## src/rtl/exc_pkg.sv

```systemverilog
// Shared definitions for the writeback exception commit unit.
//  - Exception codes reported to the CSR file.
//  - Encodings of the instruction-side and data-side TLB exception buses.
//  - FSM state encoding and the BADV source selector.
package exc_pkg;

    localparam logic [5:0] ECODE_INT  = 6'h00;
    localparam logic [5:0] ECODE_PIL  = 6'h01;
    localparam logic [5:0] ECODE_PIS  = 6'h02;
    localparam logic [5:0] ECODE_PIF  = 6'h03;
    localparam logic [5:0] ECODE_PME  = 6'h04;
    localparam logic [5:0] ECODE_PPI  = 6'h07;
    localparam logic [5:0] ECODE_TLBR = 6'h3F;
    localparam logic [5:0] ECODE_ADEF = 6'h08;
    localparam logic [5:0] ECODE_ALE  = 6'h09;
    localparam logic [5:0] ECODE_SYS  = 6'h0B;
    localparam logic [5:0] ECODE_BRK  = 6'h0C;
    localparam logic [5:0] ECODE_INE  = 6'h0D;

    // Instruction-side TLB exception bus encoding
    localparam logic [1:0] ITLB_NONE = 2'd0;
    localparam logic [1:0] ITLB_TLBR = 2'd1;
    localparam logic [1:0] ITLB_PIF  = 2'd2;
    localparam logic [1:0] ITLB_PPI  = 2'd3;

    // Data-side TLB exception bus encoding
    localparam logic [2:0] DTLB_NONE = 3'd0;
    localparam logic [2:0] DTLB_TLBR = 3'd1;
    localparam logic [2:0] DTLB_PIL  = 3'd2;
    localparam logic [2:0] DTLB_PIS  = 3'd3;
    localparam logic [2:0] DTLB_PPI  = 3'd4;
    localparam logic [2:0] DTLB_PME  = 3'd5;

    typedef enum logic [1:0] {
        ST_IDLE  = 2'd0,
        ST_REQ   = 2'd1,
        ST_FLUSH = 2'd2
    } state_e;

    typedef enum logic [1:0] {
        BADV_NONE  = 2'd0,
        BADV_PC    = 2'd1,
        BADV_VADDR = 2'd2
    } badv_sel_e;

endpackage

```

## src/rtl/exc_prio_enc.sv

```systemverilog
// Combinational fixed-priority exception resolver.
// Configuration macro: EXC_TLB_EN (TLB sources resolved when defined).
// Ports:
//  has_int/ex_adef/ex_ale/is_syscall/ex_brk/ex_ine  in   individual exception sources
//  inst_tlb_ex [1:0], data_tlb_ex [2:0]             in   TLB exception codes
//  hit                                              out  some exception is pending
//  ecode [5:0]                                      out  winning exception code
//  badv_sel                                         out  source of the bad address
//  tlbr                                             out  winner is a TLB refill
module exc_prio_enc
    import exc_pkg::*;
(
    input  logic       has_int,
    input  logic       ex_adef,
    input  logic       ex_ale,
    input  logic       is_syscall,
    input  logic       ex_brk,
    input  logic       ex_ine,
    input  logic [1:0] inst_tlb_ex,
    input  logic [2:0] data_tlb_ex,
    output logic       hit,
    output logic [5:0] ecode,
    output badv_sel_e  badv_sel,
    output logic       tlbr
);

`ifndef EXC_TLB_EN
    // TLB buses are kept on the interface but play no part in resolution
    logic unused_tlb_s;
    assign unused_tlb_s = ^{inst_tlb_ex, data_tlb_ex};
`endif

    // Priority chain; the first matching source wins
    always_comb begin
        hit      = 1'b1;
        ecode    = 6'h00;
        badv_sel = BADV_NONE;
        tlbr     = 1'b0;
        if (has_int) begin
            ecode = ECODE_INT;
`ifdef EXC_TLB_EN
        end else if (data_tlb_ex == DTLB_PIL) begin
            ecode = ECODE_PIL;  badv_sel = BADV_VADDR;
        end else if (data_tlb_ex == DTLB_PIS) begin
            ecode = ECODE_PIS;  badv_sel = BADV_VADDR;
        end else if (inst_tlb_ex == ITLB_PIF) begin
            ecode = ECODE_PIF;  badv_sel = BADV_PC;
        end else if (data_tlb_ex == DTLB_PME) begin
            ecode = ECODE_PME;  badv_sel = BADV_VADDR;
        end else if (data_tlb_ex == DTLB_PPI) begin
            ecode = ECODE_PPI;  badv_sel = BADV_VADDR;
        end else if (inst_tlb_ex == ITLB_PPI) begin
            ecode = ECODE_PPI;  badv_sel = BADV_PC;
        end else if (data_tlb_ex == DTLB_TLBR) begin
            // data-side refill wins the address when both sides refill
            ecode = ECODE_TLBR; badv_sel = BADV_VADDR; tlbr = 1'b1;
        end else if (inst_tlb_ex == ITLB_TLBR) begin
            ecode = ECODE_TLBR; badv_sel = BADV_PC;    tlbr = 1'b1;
`endif
        end else if (ex_adef) begin
            ecode = ECODE_ADEF; badv_sel = BADV_PC;
        end else if (ex_ale) begin
            ecode = ECODE_ALE;  badv_sel = BADV_VADDR;
        end else if (is_syscall) begin
            ecode = ECODE_SYS;
        end else if (ex_brk) begin
            ecode = ECODE_BRK;
        end else if (ex_ine) begin
            ecode = ECODE_INE;
        end else begin
            hit = 1'b0;
        end
    end

endmodule

```

## src/rtl/wb_exc_commit.sv

```systemverilog
// Writeback exception commit unit: latches the highest-priority WB exception
// (or ertn), holds the request to the CSR file until csr_ack, then asserts
// wb_cancel for FLUSH_CYC cycles. WB is stalled (wb_allowin=0) while busy.
// Configuration macro: EXC_TLB_EN (enables TLB exception sources and ex_tlbr).
// Ports:
//  clk, reset (sync, active-high)
//  wb_valid, wb_pc, wb_vaddr, wb_* exception flags, wb_inst_tlb_ex, wb_data_tlb_ex  in
//  wb_allowin, ex_req, ertn_req, ex_ecode, ex_esubcode, ex_era, ex_badv,
//  ex_badv_we, ex_tlbr, wb_cancel  out (all registered)
//  csr_ack  in
module wb_exc_commit
    import exc_pkg::*;
#(
    parameter int DATA_W    = 32,
    parameter int FLUSH_CYC = 2
) (
    input  logic              clk,
    input  logic              reset,
    input  logic              wb_valid,
    input  logic [DATA_W-1:0] wb_pc,
    input  logic [DATA_W-1:0] wb_vaddr,
    input  logic              wb_has_int,
    input  logic              wb_ex_adef,
    input  logic              wb_ex_ale,
    input  logic              wb_is_syscall,
    input  logic              wb_ex_brk,
    input  logic              wb_ex_ine,
    input  logic              wb_is_ertn,
    input  logic [1:0]        wb_inst_tlb_ex,
    input  logic [2:0]        wb_data_tlb_ex,
    output logic              wb_allowin,
    output logic              ex_req,
    output logic              ertn_req,
    output logic [5:0]        ex_ecode,
    output logic [7:0]        ex_esubcode,
    output logic [DATA_W-1:0] ex_era,
    output logic [DATA_W-1:0] ex_badv,
    output logic              ex_badv_we,
    output logic              ex_tlbr,
    input  logic              csr_ack,
    output logic              wb_cancel
);

    // Keep the counter at least one bit wide even when no flush window is used
    localparam int CNT_W = (FLUSH_CYC > 0) ? $clog2(FLUSH_CYC + 1) : 1;

    logic       hit_s;
    logic [5:0] ecode_s;
    badv_sel_e  badv_sel_s;
    logic       tlbr_s;

    exc_prio_enc u_prio (
        .has_int     (wb_has_int),
        .ex_adef     (wb_ex_adef),
        .ex_ale      (wb_ex_ale),
        .is_syscall  (wb_is_syscall),
        .ex_brk      (wb_ex_brk),
        .ex_ine      (wb_ex_ine),
        .inst_tlb_ex (wb_inst_tlb_ex),
        .data_tlb_ex (wb_data_tlb_ex),
        .hit         (hit_s),
        .ecode       (ecode_s),
        .badv_sel    (badv_sel_s),
        .tlbr        (tlbr_s)
    );

    state_e            state_q,   state_d;
    logic [CNT_W-1:0]  cnt_q,     cnt_d;
    logic              allowin_q, allowin_d;
    logic              ex_req_q,  ex_req_d;
    logic              ertn_q,    ertn_d;
    logic              cancel_q,  cancel_d;
    logic [5:0]        ecode_q,   ecode_d;
    logic [DATA_W-1:0] era_q,     era_d;
    logic [DATA_W-1:0] badv_q,    badv_d;
    logic              badv_we_q, badv_we_d;
    logic              tlbr_q,    tlbr_d;

    // Next-state and next-output computation
    always_comb begin
        state_d   = state_q;
        cnt_d     = cnt_q;
        allowin_d = allowin_q;
        ex_req_d  = ex_req_q;
        ertn_d    = ertn_q;
        cancel_d  = cancel_q;
        ecode_d   = ecode_q;
        era_d     = era_q;
        badv_d    = badv_q;
        badv_we_d = badv_we_q;
        tlbr_d    = tlbr_q;
        case (state_q)
            ST_IDLE: begin
                if (wb_valid && (hit_s || wb_is_ertn)) begin
                    state_d   = ST_REQ;
                    allowin_d = 1'b0;
                    if (hit_s) begin
                        // any exception outranks a simultaneous ertn
                        ex_req_d  = 1'b1;
                        ecode_d   = ecode_s;
                        era_d     = wb_pc;
                        badv_we_d = (badv_sel_s != BADV_NONE);
                        badv_d    = (badv_sel_s == BADV_PC)    ? wb_pc :
                                    (badv_sel_s == BADV_VADDR) ? wb_vaddr :
                                                                 {DATA_W{1'b0}};
`ifdef EXC_TLB_EN
                        tlbr_d    = tlbr_s;
`else
                        tlbr_d    = 1'b0;
`endif
                    end else begin
                        ertn_d = 1'b1;
                    end
                end else begin
                    state_d = ST_IDLE;
                end
            end
            ST_REQ: begin
                if (csr_ack) begin
                    ex_req_d = 1'b0;
                    ertn_d   = 1'b0;
                    if (FLUSH_CYC == 0) begin
                        state_d   = ST_IDLE;
                        allowin_d = 1'b1;
                        ecode_d   = 6'h00;
                        era_d     = {DATA_W{1'b0}};
                        badv_d    = {DATA_W{1'b0}};
                        badv_we_d = 1'b0;
                        tlbr_d    = 1'b0;
                    end else begin
                        state_d  = ST_FLUSH;
                        cnt_d    = CNT_W'(FLUSH_CYC);
                        cancel_d = 1'b1;
                    end
                end else begin
                    state_d = ST_REQ;
                end
            end
            ST_FLUSH: begin
                if (cnt_q <= CNT_W'(1)) begin
                    state_d   = ST_IDLE;
                    cnt_d     = {CNT_W{1'b0}};
                    cancel_d  = 1'b0;
                    allowin_d = 1'b1;
                    ecode_d   = 6'h00;
                    era_d     = {DATA_W{1'b0}};
                    badv_d    = {DATA_W{1'b0}};
                    badv_we_d = 1'b0;
                    tlbr_d    = 1'b0;
                end else begin
                    cnt_d = cnt_q - CNT_W'(1);
                end
            end
            default: begin
                state_d   = ST_IDLE;
                cnt_d     = {CNT_W{1'b0}};
                allowin_d = 1'b1;
                ex_req_d  = 1'b0;
                ertn_d    = 1'b0;
                cancel_d  = 1'b0;
                ecode_d   = 6'h00;
                era_d     = {DATA_W{1'b0}};
                badv_d    = {DATA_W{1'b0}};
                badv_we_d = 1'b0;
                tlbr_d    = 1'b0;
            end
        endcase
    end

    // State and output registers with synchronous reset
    always_ff @(posedge clk) begin
        if (reset) begin
            state_q   <= ST_IDLE;
            cnt_q     <= {CNT_W{1'b0}};
            allowin_q <= 1'b1;
            ex_req_q  <= 1'b0;
            ertn_q    <= 1'b0;
            cancel_q  <= 1'b0;
            ecode_q   <= 6'h00;
            era_q     <= {DATA_W{1'b0}};
            badv_q    <= {DATA_W{1'b0}};
            badv_we_q <= 1'b0;
            tlbr_q    <= 1'b0;
        end else begin
            state_q   <= state_d;
            cnt_q     <= cnt_d;
            allowin_q <= allowin_d;
            ex_req_q  <= ex_req_d;
            ertn_q    <= ertn_d;
            cancel_q  <= cancel_d;
            ecode_q   <= ecode_d;
            era_q     <= era_d;
            badv_q    <= badv_d;
            badv_we_q <= badv_we_d;
            tlbr_q    <= tlbr_d;
        end
    end

    assign wb_allowin  = allowin_q;
    assign ex_req      = ex_req_q;
    assign ertn_req    = ertn_q;
    assign ex_ecode    = ecode_q;
    assign ex_esubcode = 8'h00;
    assign ex_era      = era_q;
    assign ex_badv     = badv_q;
    assign ex_badv_we  = badv_we_q;
    assign ex_tlbr     = tlbr_q;
    assign wb_cancel   = cancel_q;

endmodule

```

## config.mk

```make
export PLATFORM = sky130hd
export DESIGN_NAME = wb_exc_commit
export DESIGN_NICKNAME = d
export VERILOG_FILES = /design/src/rtl/exc_pkg.sv /design/src/rtl/exc_prio_enc.sv /design/src/rtl/wb_exc_commit.sv
export SDC_FILE = /design/constraint.sdc
export NUM_CORES = 1
export LEC_CHECK = 0
export CORE_ASPECT_RATIO = 0.75
export CORE_UTILIZATION = 40
export CTS_CLUSTER_SIZE = 10
export DETAILED_ROUTE_END_ITERATION = 6
export GPL_TIMING_DRIVEN = 0
export PLACE_DENSITY = 0.82
export SETUP_SLACK_MARGIN = 0.15
export SLEW_MARGIN = 30
export SYNTH_ARGS = -nofsm -noshare
export SYNTH_HDL_FRONTEND = slang
export SYNTH_SLANG_ARGS = --single-unit
```

## constraint.sdc

```tcl
create_clock -name clk -period 2.05 [get_ports clk]
set_input_delay 0.41 -clock clk [delete_from_list [all_inputs] [get_ports clk]]
set_output_delay 0.41 -clock clk [all_outputs]
set_load 0.01 [all_outputs]
```

Yosys cells after proc, flatten, opt, wreduce, memory -nomap -nowiden:

Index checks and enable logic that the tools add are counted.

* logic and storage cells: 89
* output and inout port bits: 84
* bits of input ports: 80
* bits in registers: 80

* magnitude comparators: 1
* reduce and logical (&&, ||, !) cells: 10
* multiplexer cells: 54
* bitwise gates (word level): 3
* add/sub/neg operators: 1
* equality and inequality tests: 9

Operators by type and width (count)
* 32-bit 2-to-1 mux: 7
* 32-bit case mux with 3 select lines: 2
* 6-bit 2-to-1 mux: 8
* 1-bit 2-to-1 mux: 20
* 1-bit case mux with 3 select lines: 6
* 6-bit case mux with 3 select lines: 1
* 2-bit 2-to-1 mux: 7
* 2-bit case mux with 3 select lines: 2
* 4-bit AND reduction: 3
* 2-bit != test, second input constant: 5
* 3-bit AND reduction: 2
* 2-bit by 1-bit == test with 1-bit output, second input constant: 2
* 2-bit == test, second input constant: 2
* 4-bit 2-to-1 mux: 1
* 1-bit inverter: 3
* 2-bit by 1-bit less-or-equal comparator with 1-bit output, second input constant: 1
* 2-bit logical NOT: 1
* 2-bit AND reduction: 1
* 2-bit nonzero test: 1
* 2-bit by 1-bit subtractor with 2-bit output, second input constant: 1
* 1-bit logical AND: 1
* 1-bit logical OR: 1

Longest topological paths before layout:

* depth in word-level cells: 10
* depth in mapped cells: 8
* mapped depth without buffers: 6

Modules after synthesis:

Synthesis repeated with hierarchy kept, for this count alone.

* cell total of the unflattened synthesis: 496
* area, all modules: 4226.6 µm²

By module, submodules not included
* wb_exc_commit: cells an instance 480, instances 1, area an instance 4129.0 µm², seq. area each 1581.5 µm²
* exc_prio_enc: cells an instance 16, instances 1, area an instance 97.6 µm², seq. area each 0.0 µm²

Worst setup path before layout:

Ideal clock, no wire load.

* path type: register to register
* start point: reg state_q[0]
* end point: reg badv_q[20] (netlist: ex_badv[20])
* buffers on the path: 1
* data arrival time: 1762 ps
* required time: 1972 ps
* cell stages (with the launch flop): 8
* clock period less this slack: 1840 ps
* library setup time: 78 ps
* slack: 210 ps
* cell sequence: dfxtp_1 inv_1 ha_1 a21oi_1 o211a_4 clkbuf_1 nor2_1 nor3_1

* longest elaborated chain between the ends: 3
* elaborated cells between the ends (all ways): 9
* classes of those cells: eq/ne: 5; mux: 1; bitwise: 1; reduce/logical: 2

Ends and longest elaborated chain
* from (decl): RTL line wb_exc_commit.sv:67 `state_e state_q, state_d;`
* from (signal assigned): RTL line wb_exc_commit.sv:185 `state_q <= state_d;`
* 2-bit == test (tied with other cells): RTL line wb_exc_commit.sv:92 `case (state_q)`
* 2-bit != test (no line) / 1-bit inverter (equally long branches)
* 4-bit AND reduction (no line)
* to (signal assigned): RTL line wb_exc_commit.sv:181 `badv_q <= {DATA_W{1'b0}};`
* to (signal assigned): RTL line wb_exc_commit.sv:193 `badv_q <= badv_d;`
* to (decl): RTL line wb_exc_commit.sv:75 `logic [DATA_W-1:0] badv_q, badv_d;`

Several ways; a longest one is shown, not always the timed one.
A chain may end at the register's enable or synchronous reset.

Final worst setup path:

Same ends and word-level chain as after synthesis.

==> flow_metrics.env <==
export IMPL_ys_seq_elements=77
export IMPL_maxSlewHeadroom=0.5934
export IMPL_fin_hold_ws_ps=463.4
export IMPL_overflow=0
export IMPL_rows=27
export IMPL_finalNetCount=578
export IMPL_synth_xor_area_frac=0
export IMPL_reg2reg_slack_ps=200
export IMPL_final_cell_mix="140 x clkdlybuf4s50_1, 75 x dfxtp_1, 32 x nor2_1, 32 x a22o_1, 26 x buf_4"
export IMPL_place_gp_congestion=0.8473
export IMPL_endpoint_kind="flop"
export IMPL_cts_hold_buf=0
export IMPL_track_usage=0.2511
export IMPL_syn_instance_count=316
export IMPL_cp_required_ps=2260
export IMPL_fmax_mhz=540.5
export IMPL_min_path_type="flop to flop"
export IMPL_ir_drop_mv=0.4256
export IMPL_postRouteAntennaNets=0
export IMPL_yosys_area_share_simple=0.1663
export IMPL_synth_edf_count=0
export IMPL_crit_path_cell_trace="inv_2 > ha_4 > or4b_4 > o211a_4 > clkbuf_4 > nor2_1 > nor3_1"
export IMPL_multi_input_area_sq_um=1540
export IMPL_synth_area_per_cell_sq_um=9.978
export IMPL_antenna_found_initial=0
export IMPL_final_common_cell="clkdlybuf4s50_1"
export IMPL_synth_fa_ha_area_frac=0.01190
export IMPL_finalHoldViolCount=0
export IMPL_h_tree_depth=3
export IMPL_crit_fanout=10
export IMPL_wl_per_cell_um=17.44
export IMPL_die_area_sq_um=8246
export IMPL_ys_types=40
export IMPL_seqCellArea_sq_um=1544
export IMPL_path_clk_slew_ps=80
export IMPL_grt_pass1_vias=3061
export IMPL_synth_top_family_by_area="compound AO/OA/AOI/OAI gates"
export IMPL_arrival_ps=2060
export IMPL_fill_cells=579
export IMPL_drt_iter0_markers=167
export IMPL_critPathMaxStageDelay_ps=490
export IMPL_muxShareOfSynthArea=0
export IMPL_fin_crit_sh=0.9025
export IMPL_grt_start_max_net_pins=14
export IMPL_clockBufferDepth=2
export IMPL_tightestPinTransition_ps=609.9
export IMPL_slew_violations=0
export IMPL_setup_viol=0
export IMPL_cts_tree="done"
export IMPL_drc=0
export IMPL_p_leak_nw=2.070
export IMPL_layout_min_cycle_time_ps=1850
export IMPL_die_width_um=104.5
export IMPL_cts_buffers=9
export IMPL_finClkSkew_ps=9.552
export IMPL_maxCapViolCount=0
export IMPL_vias=3282
export IMPL_place_port_buffers=146
export IMPL_viasPerCell=5.461
export IMPL_syn_area_sq_um=3153
export IMPL_yosysSeqAreaShare=0.4889
export IMPL_clock_latency_ps=350
export IMPL_start_util=0.4204
export IMPL_critPathLaunchType="flop"
export IMPL_power_w=0.003788
export IMPL_drive_above_1_share=0.1760
export IMPL_path_class="flop to flop"
export IMPL_status="complete, no violations"
export IMPL_power_density_nw_per_um2=712.9
export IMPL_io_pins=164
export IMPL_first_pass_iters=4
export IMPL_synth_compound_area_frac=0.2540
export IMPL_grt_setup_unrepaired="yes"
export IMPL_grt_pass1_wl_mm=16.08
export IMPL_hpwl_mm=7.613
export IMPL_cp_slowest_cell="or4b_4"
export IMPL_ys_flop_type="dfxtp_1"
export IMPL_fp_dieH_um=78.89
export IMPL_yosys_warnings=0
export IMPL_diodes=0
export IMPL_finalSetupTns_ps=0
export IMPL_cts_sinks=77
export IMPL_coreArea_sq_um=7500
export IMPL_async_flop_share=0
export IMPL_totalWireLength_mm=10.48
export IMPL_area_growth_pct=68.53
export IMPL_cts_root_buf="clkbuf_8"
-- metrics by stage --
stage	cells	instance area (sq um)	utilization	worst slack (ps)
after floorplan	326	3191	-	210.2
after global placement	573	4778	0.6371	-511.2
after detailed placement	573	4778	0.6371	-567.1
after CTS	597	5142	0.6857	125.3
after global routing	601	5314	0.7085	142.0
final	601	5314	0.7085	199.9
-- Yosys cell counts, types with 2 or more instances --
cell type | count | area share
dfxtp_1 | 77 | 0.49
a22o_1 | 32 | 0.089
nor2_1 | 32 | 0.038
nor3_1 | 25 | 0.040
a221oi_1 | 23 | 0.064
buf_4 | 13 | 0.031
nand3b_1 | 12 | 0.029
clkbuf_1 | 11 | 0.013
buf_2 | 10 | 0.016
a22oi_1 | 9 | 0.021
o31ai_1 | 9 | 0.021
a21oi_1 | 7 | 0.011
nand2_1 | 6 | 0.0071
inv_1 | 5 | 0.0060
nand3_1 | 5 | 0.0079
nand2b_1 | 4 | 0.0079
buf_6 | 3 | 0.011
ha_1 | 3 | 0.012
a211oi_1 | 2 | 0.0048
and3b_1 | 2 | 0.0056
nor2b_1 | 2 | 0.0040
nor4_2 | 2 | 0.0079
o21bai_1 | 2 | 0.0048
o2bb2ai_1 | 2 | 0.0056
o41ai_1 | 2 | 0.0056
or3_1 | 2 | 0.0040
-- report_power, final --
part	total [W]	internal, W	switching, W
registers	0.00166	0.00160	0.0000591
clock network	0.00114	0.000568	0.000574
logic	0.000985	0.000551	0.000435
-- cell type report --
cell class / instances / share of cell area
inverter: 5 / 0.003532
clock inverter: 5 / 0.01130
timing repair buffer: 158 / 0.2993
multi-input combinational: 206 / 0.2899
sequential: 77 / 0.2906
clock buffer: 11 / 0.02472
buffer: 38 / 0.05698
tap: 101 / 0.02378
-- final timing paths --
path                                                from                  endpoint  cells after the start
worst max-delay path             state_q[0]$_SDFFE_PP0N_  ex_badv[20]$_SDFFE_PP0P_                      7
worst min-delay path            ex_ecode[3]$_SDFFE_PP0P_  ex_ecode[3]$_SDFFE_PP0P_                      2
worst max register to register   state_q[0]$_SDFFE_PP0N_  ex_badv[20]$_SDFFE_PP0P_                      7
worst min register to register  ex_ecode[3]$_SDFFE_PP0P_  ex_ecode[3]$_SDFFE_PP0P_                      2
-- layer usage --
metal,vias up,wire [um],track usage
met2,152,4932,0.4106
met3,18,799,0.08046
li1,1535,-,-
met5,-,0,0
met4,0,176,0.06286
met1,1577,4570,0.3213
-- what timing repair did --
action / 4_1_cts / 5_1_grt
setup endpoints to repair: 67 / 67
gates resized for setup: 37 / 27
pin swaps: 5 / 5
setup buffers: 8 / 3
endpoints found under the hold margin: 0 / 0
gates cloned: 0 / 1
-- registers in the layout (all words and copies together) (netlist names), 2 cells and up --
signal / count
ex_era: 32
ex_ecode: 4
ex_badv: 32
state_q: 2
cnt_q: 2
-- cells by family after synthesis --
kind of cell | after synthesis
other cells | 1
flops | 77
compound gates | 96
buf+inv | 43
simple gates | 96
fa+ha+maj | 3
-- critical path, delay by kind of cell, from the launching register on --
| family | cells | cell delay [ps] |
|---|---|---|
| AND/OR/NAND/NOR | 3 | 660 |
| flip-flops | 1 | 340 |
| AO/OA/AOI/OAI | 1 | 290 |
| buffers and inverters | 2 | 270 |
| adder cells (fa/ha/maj) | 1 | 130 |
Power figures use the tool's default switching activity.
